<file path="src/rtl/d_reg_pipeline_pkg.sv">
// rtl/d_reg_pipeline_pkg.sv - shared constants and width helpers for the register pipeline
package d_reg_pkg;

    localparam int DEF_WIDTH = 8;
    localparam int DEF_DEPTH = 4;

    function automatic int clog2(input int value);
        int r;
        int x;
        r = 0;
        x = value - 1;
        while (x > 0) begin
            r = r + 1;
            x = x >> 1;
        end
        return r;
    endfunction

    // occ must represent 0..depth inclusive, and never collapse to zero bits
    function automatic int cnt_w(input int depth);
        return (clog2(depth + 1) < 1) ? 1 : clog2(depth + 1);
    endfunction

    localparam int DEF_CNT_W = cnt_w(DEF_DEPTH);

endpackage

</file>
<file path="src/rtl/d_reg_pipeline_if.sv">
// rtl/d_reg_pipeline_if.sv - input/output bundle of the register pipeline
interface d_reg_pipeline_if
    import d_reg_pkg::*;
#(
    parameter int WIDTH = DEF_WIDTH,
    parameter int DEPTH = DEF_DEPTH
);
    localparam int CNT_W = cnt_w(DEPTH);

    logic                   en;
    logic                   flush;
    logic [WIDTH-1:0]       d;
    logic                   d_vld;
    logic [WIDTH-1:0]       q;
    logic                   q_vld;
    logic [WIDTH*DEPTH-1:0] q_taps;
    logic [CNT_W-1:0]       occ;

    modport master (output en, flush, d, d_vld, input q, q_vld, q_taps, occ);
    modport slave  (input en, flush, d, d_vld, output q, q_vld, q_taps, occ);

endinterface

</file>
<file path="src/rtl/d_reg_pipeline_stage.sv">
// rtl/d_reg_pipeline_stage.sv - one data+valid stage with advance enable and flush
module d_reg_stage #(
    parameter int               WIDTH   = 8,
    parameter logic [WIDTH-1:0] RST_VAL = '0
) (
    input  logic             clk,
    input  logic             rstn,
    input  logic             en,
    input  logic             flush,
    input  logic [WIDTH-1:0] d,
    input  logic             d_vld,
    output logic [WIDTH-1:0] q,
    output logic             q_vld
);

    // Data follows en even during flush; only the valid bit is cleared.
    always_ff @(posedge clk or negedge rstn) begin
        if (!rstn) begin
            q     <= RST_VAL;
            q_vld <= 1'b0;
        end else begin
            if (en)
                q <= d;
            if (flush)
                q_vld <= 1'b0;
            else if (en)
                q_vld <= d_vld;
        end
    end

endmodule

</file>
<file path="src/rtl/d_reg_pipeline.sv">
// rtl/d_reg_pipeline.sv - DEPTH-stage register delay line with valid tracking and occupancy
module d_reg_pipeline
    import d_reg_pkg::*;
#(
    parameter int               WIDTH   = DEF_WIDTH,
    parameter int               DEPTH   = DEF_DEPTH,
    parameter logic [WIDTH-1:0] RST_VAL = '0
) (
    input  logic              clk,
    input  logic              rstn,
    d_reg_pipeline_if.slave   bus
);

    localparam int CNT_W = cnt_w(DEPTH);

    logic [DEPTH-1:0][WIDTH-1:0] tap_q;
    logic [DEPTH-1:0]            vld_q;
    logic [CNT_W-1:0]            occ_q;

    for (genvar i = 0; i < DEPTH; i++) begin : g_stage
        logic [WIDTH-1:0] stage_d;
        logic             stage_vld;
        if (i == 0) begin : g_head
            assign stage_d   = bus.d;
            assign stage_vld = bus.d_vld;
        end else begin : g_body
            assign stage_d   = tap_q[i-1];
            assign stage_vld = vld_q[i-1];
        end
        d_reg_stage #(
            .WIDTH   (WIDTH),
            .RST_VAL (RST_VAL)
        ) u_stage (
            .clk   (clk),
            .rstn  (rstn),
            .en    (bus.en),
            .flush (bus.flush),
            .d     (stage_d),
            .d_vld (stage_vld),
            .q     (tap_q[i]),
            .q_vld (vld_q[i])
        );
    end

    // Incremental count: an entry enters at stage 0 and leaves from the last stage.
    always_ff @(posedge clk or negedge rstn) begin
        if (!rstn)
            occ_q <= '0;
        else if (bus.flush)
            occ_q <= '0;
        else if (bus.en)
            occ_q <= occ_q + CNT_W'(bus.d_vld) - CNT_W'(vld_q[DEPTH-1]);
    end

    assign bus.q      = tap_q[DEPTH-1];
    assign bus.q_vld  = vld_q[DEPTH-1];
    assign bus.q_taps = tap_q;
    assign bus.occ    = occ_q;

endmodule
</file>
<file path="src/flat_wrapper.sv">
// flat-port wrapper written by rule: the top's interface ports become plain ports
module d_reg_pipeline_flat import d_reg_pkg::*;
#(
    parameter int               WIDTH   = DEF_WIDTH,
    parameter int               DEPTH   = DEF_DEPTH,
    parameter logic [WIDTH-1:0] RST_VAL = '0
)
  (clk, rstn, bus_en, bus_flush, bus_d, bus_d_vld, bus_q, bus_q_vld, bus_q_taps, bus_occ);
  d_reg_pipeline_if #(.WIDTH(WIDTH), .DEPTH(DEPTH)) bus_i ();
  input  logic clk;
  input  logic rstn;
  input wire logic [$bits(bus_i.en)-1:0] bus_en;
  input wire logic [$bits(bus_i.flush)-1:0] bus_flush;
  input wire logic [$bits(bus_i.d)-1:0] bus_d;
  input wire logic [$bits(bus_i.d_vld)-1:0] bus_d_vld;
  output wire logic [$bits(bus_i.q)-1:0] bus_q;
  output wire logic [$bits(bus_i.q_vld)-1:0] bus_q_vld;
  output wire logic [$bits(bus_i.q_taps)-1:0] bus_q_taps;
  output wire logic [$bits(bus_i.occ)-1:0] bus_occ;
  assign bus_i.en = bus_en;
  assign bus_i.flush = bus_flush;
  assign bus_i.d = bus_d;
  assign bus_i.d_vld = bus_d_vld;
  assign bus_q = bus_i.q;
  assign bus_q_vld = bus_i.q_vld;
  assign bus_q_taps = bus_i.q_taps;
  assign bus_occ = bus_i.occ;
  d_reg_pipeline #(.WIDTH(WIDTH), .DEPTH(DEPTH), .RST_VAL(RST_VAL)) u_core (.clk(clk), .rstn(rstn), .bus(bus_i));
endmodule
</file>
<file path="config.mk">
export PLATFORM = sky130hd
export DESIGN_NAME = d_reg_pipeline_flat
export DESIGN_NICKNAME = d
export VERILOG_FILES = /design/src/rtl/d_reg_pipeline_pkg.sv /design/src/rtl/d_reg_pipeline_if.sv /design/src/rtl/d_reg_pipeline_stage.sv /design/src/rtl/d_reg_pipeline.sv /design/src/flat_wrapper.sv
export SDC_FILE = /design/constraint.sdc
export NUM_CORES = 1
export LEC_CHECK = 0
export CAP_MARGIN = 15
export CORE_ASPECT_RATIO = 0.5
export CORE_MARGIN = 3
export CORE_UTILIZATION = 46
export CTS_CLUSTER_DIAMETER = 150
export DETAILED_ROUTE_END_ITERATION = 12
export GPL_TIMING_DRIVEN = 1
export PLACE_DENSITY = 0.8
export SLEW_MARGIN = 20
export SYNTH_ARGS = -nofsm -noshare
export SYNTH_HDL_FRONTEND = slang
export SYNTH_SLANG_ARGS = --single-unit
</file>
<file path="constraint.sdc">
create_clock -name clk -period 2.5 [get_ports clk]
set_input_delay 0.25 -clock clk [delete_from_list [all_inputs] [get_ports clk]]
set_output_delay 0.25 -clock clk [all_outputs]
set_load 0.005 [all_outputs]
</file>
; ---- After elaboration in Yosys (flattened, before gate mapping)
; Cells that the tools add are included.
[word_totals]
register_bits = 39
input_bits = 13
[op_classes]
addsub = 2
n_reduce_logical = 1
mux = 10
[ops]
columns = op, count
row1 = $mux 1, 8
row2 = $mux 3, 2
row3 = $add 3x1->3, 1
row4 = $sub 3x1->3, 1
row5 = $reduce_bool 2->1, 1

; ---- Logic depth before layout (Yosys ltp)
[depth]
depth_word = 4
depth_mapped = 9
mapped_depth_nobuf = 9

; ---- By module
; A second synthesis with hierarchy kept.
[hier_totals]
cells_unflattened = 107
hier_area_um2 = 1736.7
[by_module_without_submodules]
columns = mod, area_each_um2, cells_each, instances
row1 = d_reg_stage, 370.4, 20, 4
row2 = d_reg_pipeline, 255.2, 27, 1

; ---- Worst setup path before layout
; OpenSTA, ideal clock, no wires.
[synth_path]
kind = flip-flop to flip-flop
startpoint = reg u_core.occ_q[0], in the netlist u_core.bus.occ[0]
endpoint = reg u_core.occ_q[2], in the netlist u_core.bus.occ[2]
path_slack_ns = 0.718
t_required_ns = 2.380
synth_period_minus_slack_ns = 1.782
arrival_time_ns = 1.663
path_stages_with_launch = 10
cell_sequence = dfrtp_1 inv_1 ha_1 inv_1 ha_1 inv_1 fa_1 xor2_1 a21oi_1 a31o_1
[synth_via]
elab_chain_len = 4
[synth_rtl]
columns = element, line
row1 = start: declaration, d_reg_pipeline.sv:18  ; logic [CNT_W-1:0] occ_q;
row2 = start signal: assignment, d_reg_pipeline.sv:52  ; occ_q <= occ_q + CNT_W'(bus.d_vld) - CNT_W'(vld_q[DEPTH-1]);
row3 = $add 3x1->3, d_reg_pipeline.sv:52
row4 = $sub 3x1->3, d_reg_pipeline.sv:52
row5 = $mux 3, d_reg_pipeline.sv:51  ; else if (bus.en)
row6 = $mux 3, d_reg_pipeline.sv:49  ; else if (bus.flush)
; No other way between the ends. The select of a mux whose other input is x is not followed.
; A chain may end at the register's enable or synchronous reset.

; ---- Worst setup path in the final report
; Same ends and word-level chain as after synthesis.

==> out/summary.txt <==
CP max FO -> 3
post-route cell area -> 0.002349 mm2
largest net degree at the start of global routing -> 40
Routed WL per cell -> 14.57 um
GRT Total Usage -> 0.1466
post-synthesis area per instance -> 16.46 um2
CP cell instances -> inv_1 > ha_1 > inv_1 > ha_1 > inv_1 > fa_1 > xor2_1 > a21oi_1 > a31o_1
CP arrival -> 2.07 ns
slowest cell delay on critical path -> 0.37 ns
hpwl dp -> 2.160 mm
largest family of logic cells by synthesized area -> multiplexers
RSZ-0062 raised after global routing -> false
Hold WC Path Type -> input port to asynchronous set/reset pin
largest area contributor in the netlist -> dfrtp_1
layout cells sized above 1 -> 0.2658
outcome -> finished, final reports clean
I/O pins -> 57
critical path's most frequent cell -> inv_1
Sink Count -> 39
Final Setup Violations -> 0
post-synth top area share -> 0.5489
Crit path required time -> 2.67 ns
Cell Area, Synth -> 0.001778 mm2
Num CTS Buffers -> 5
critical path's slowest cell -> dfrtp_1
P&R area growth vs syn -> 32.09%
I/O Buffers -> 56
clock buffer depth -> 2
Async S/R FF share, synth -> 1.000
PD cells -> 726.1 mW/mm2
# resized after CTS -> 0
synth top area cells -> dfrtp_1, mux2_4, buf_12, buf_4, mux2i_1
gp weighted congestion -> 0.6786
Final Hold Viols -> 0
r2r setup slk -> 0.60 ns
grt ovf -> 0
Slew @ Worst Pin -> 0.8502 ns
fin crit period -> 1.902 ns
clock-pin slew on the worst setup and hold paths -> 0.07 ns
Max-Cap Viols -> 0
Pleak -> 1.094 nW
post-CTS setup repair buffer count -> 0
Final Power -> 0.001705 W
number of flops mapped to enable cells by yosys -> 0
Synth Net Count -> 124
Layout Skew -> 0.005264 ns
Top Usage Layer GRT -> met2
max-slew violations -> 0
grt met3 use -> 0.04878
Post-DP Area -> 0.002261 mm2
Final nets -> 174
vias in the first global route -> 1,083
Clock Latency Late Sink -> 0.28 ns
post-synthesis xor/xnor area fraction -> 0.004926
most numerous cell in the Yosys netlist -> dfrtp_1
Core Box Area -> 0.003566 mm2
CP startpoint -> u_core.bus.occ[0]
FF+latch count, synth -> 39
Die X -> 93.92 um
Post-Syn Instances -> 108
Max Clk Rate -> 0.5257 GHz
TNS Setup -> 0 ns
starting density of the core -> 0.4986
area share of and/or/nand/nor cells after synthesis -> 0.01830
Clock Root Buffer -> clkbuf_8
Avg Vias per Cell -> 4.713
Rows -> 15
R2R depth -> 9
Netlist cell types -> 18
ant diodes -> 0
fin worst setup slack -> 0.5978 ns
Compound-Gate Fraction of Synth Area -> 0.01478
CP endpoint -> u_core.bus.occ[2]
final worst-path cycle share -> 0.7609
top post-synthesis cells by count -> dfrtp_1, mux2_4, buf_4
Place WS -> 0.5863 ns
antenna violations before repair -> 0
DRT iter0 DRCs -> 20
CTS Hold Bufs -> 0
first-pass GRT wire length -> 5.271 mm
DIE HEIGHT -> 49.96 um
First-pass DRT Iterations -> 4
WHS -> 0.07453 ns
mux contribution to synthesized area -> 0.2963
grt met2 use -> 0.2620
# DRC -> 0
CP Capture Type -> register
Worst Setup Start Kind -> register
Ys Warns -> 0
Worst VDD drop -> 0.0003718 V
Top FF cell, synth -> dfrtp_1
Post-Synth Adder-Cell Area -> 0.02533
Worst slew margin -> 0.4332
post-synthesis sequential area ratio -> 0.5489
DRT antenna net count -> 0
crit path kind -> register to register
# H-tree levels -> 2
via count -> 985
Reg-to-Reg End -> u_core.bus.occ[2]
CTS tree -> done
GR Util met1 -> 0.1675
WL final -> 3.046 mm
die area -> 0.004692 mm2
reg2reg start -> u_core.bus.occ[0]
[cells in the final DEF, fill, tap and decap left out, drive strengths merged]
master	netlist	final
nor2	7	7
mux2	32	32
clkbuf	1	6
fa	1	1
nand2b	1	1
buf	13	3
clkdlybuf4s50	0	54
dfrtp	39	39
a31o	1	1
a211oi	1	1
clkinv	0	1
mux2i	5	5
a21oi	1	1
inv	3	3
xor2	1	1
ha	2	2
[flip-flops by register name (all words and copies together) (netlist names)]
signal                        flops
u_core.g_stage.u_stage.q_vld      4
u_core.bus.occ                    3
u_core.g_stage.u_stage.q         32
[worst min path at each step]
stage                                           endpoint  cells after the start  from
after floorplan                        u_core.bus.occ[0]                      0  rstn
after global placement    u_core.g_stage[3].u_stage.q[7]                      1  rstn
after detailed placement  u_core.g_stage[2].u_stage.q[7]                      1  rstn
after CTS                 u_core.g_stage[2].u_stage.q[7]                      1  rstn
after global routing      u_core.g_stage[3].u_stage.q[7]                      1  rstn
final                     u_core.g_stage[3].u_stage.q[7]                      1  rstn
[final cells by class]
class / instances / area, um2
timing repair buffer: 57 / 570.5
multi-input combinational: 52 / 639.4
sequential: 39 / 975.9
clock inverter: 1 / 5.005
fill: 262 / 1217
tap: 51 / 63.81
clock buffer: 6 / 82.58
inverter: 3 / 11.26
[through the flow]
step	std cells	utilization
floorplan	108	-
global placement	202	0.6340
detailed placement	202	0.6340
CTS	209	0.6586
global route	209	0.6586
finish	209	0.6586
[critical path, delay by kind of cell, from the launching register on]
kind / cells / cell delay, ns
buffers and inverters: 3 / 0.16
AOI/OAI and AO/OA: 2 / 0.28
xor gates and xnor gates: 1 / 0.20
DFF: 1 / 0.37
adders and majority gates: 3 / 0.80
[report_power, final]
part	total [W]	switching [W]	internal, W	leakage (nW)
sequential	0.000809	0.0000816	0.000727	0.471
clock	0.000416	0.000200	0.000216	0.0470
combinational	0.000480	0.000125	0.000355	0.576
total	0.00171	0.000407	0.00130	1.09
[routing by layer]
layer,routed length (um),up-vias,part of all wire
met5,0,-,0
met4,20,0,0.0066
met3,152,2,0.050
met2,1531,26,0.50
met1,1341,501,0.44
li1,-,456,-
[kinds of logic (layout without fill, tap and decap cells)]
group	Yosys count	after routing
flops	39	39
simple gates	8	8
compound gates	3	3
fa+ha+maj	3	3
xor+xnor	1	1
mux	37	37
buf+inv	17	67
(Power assumes the default switching activity.)
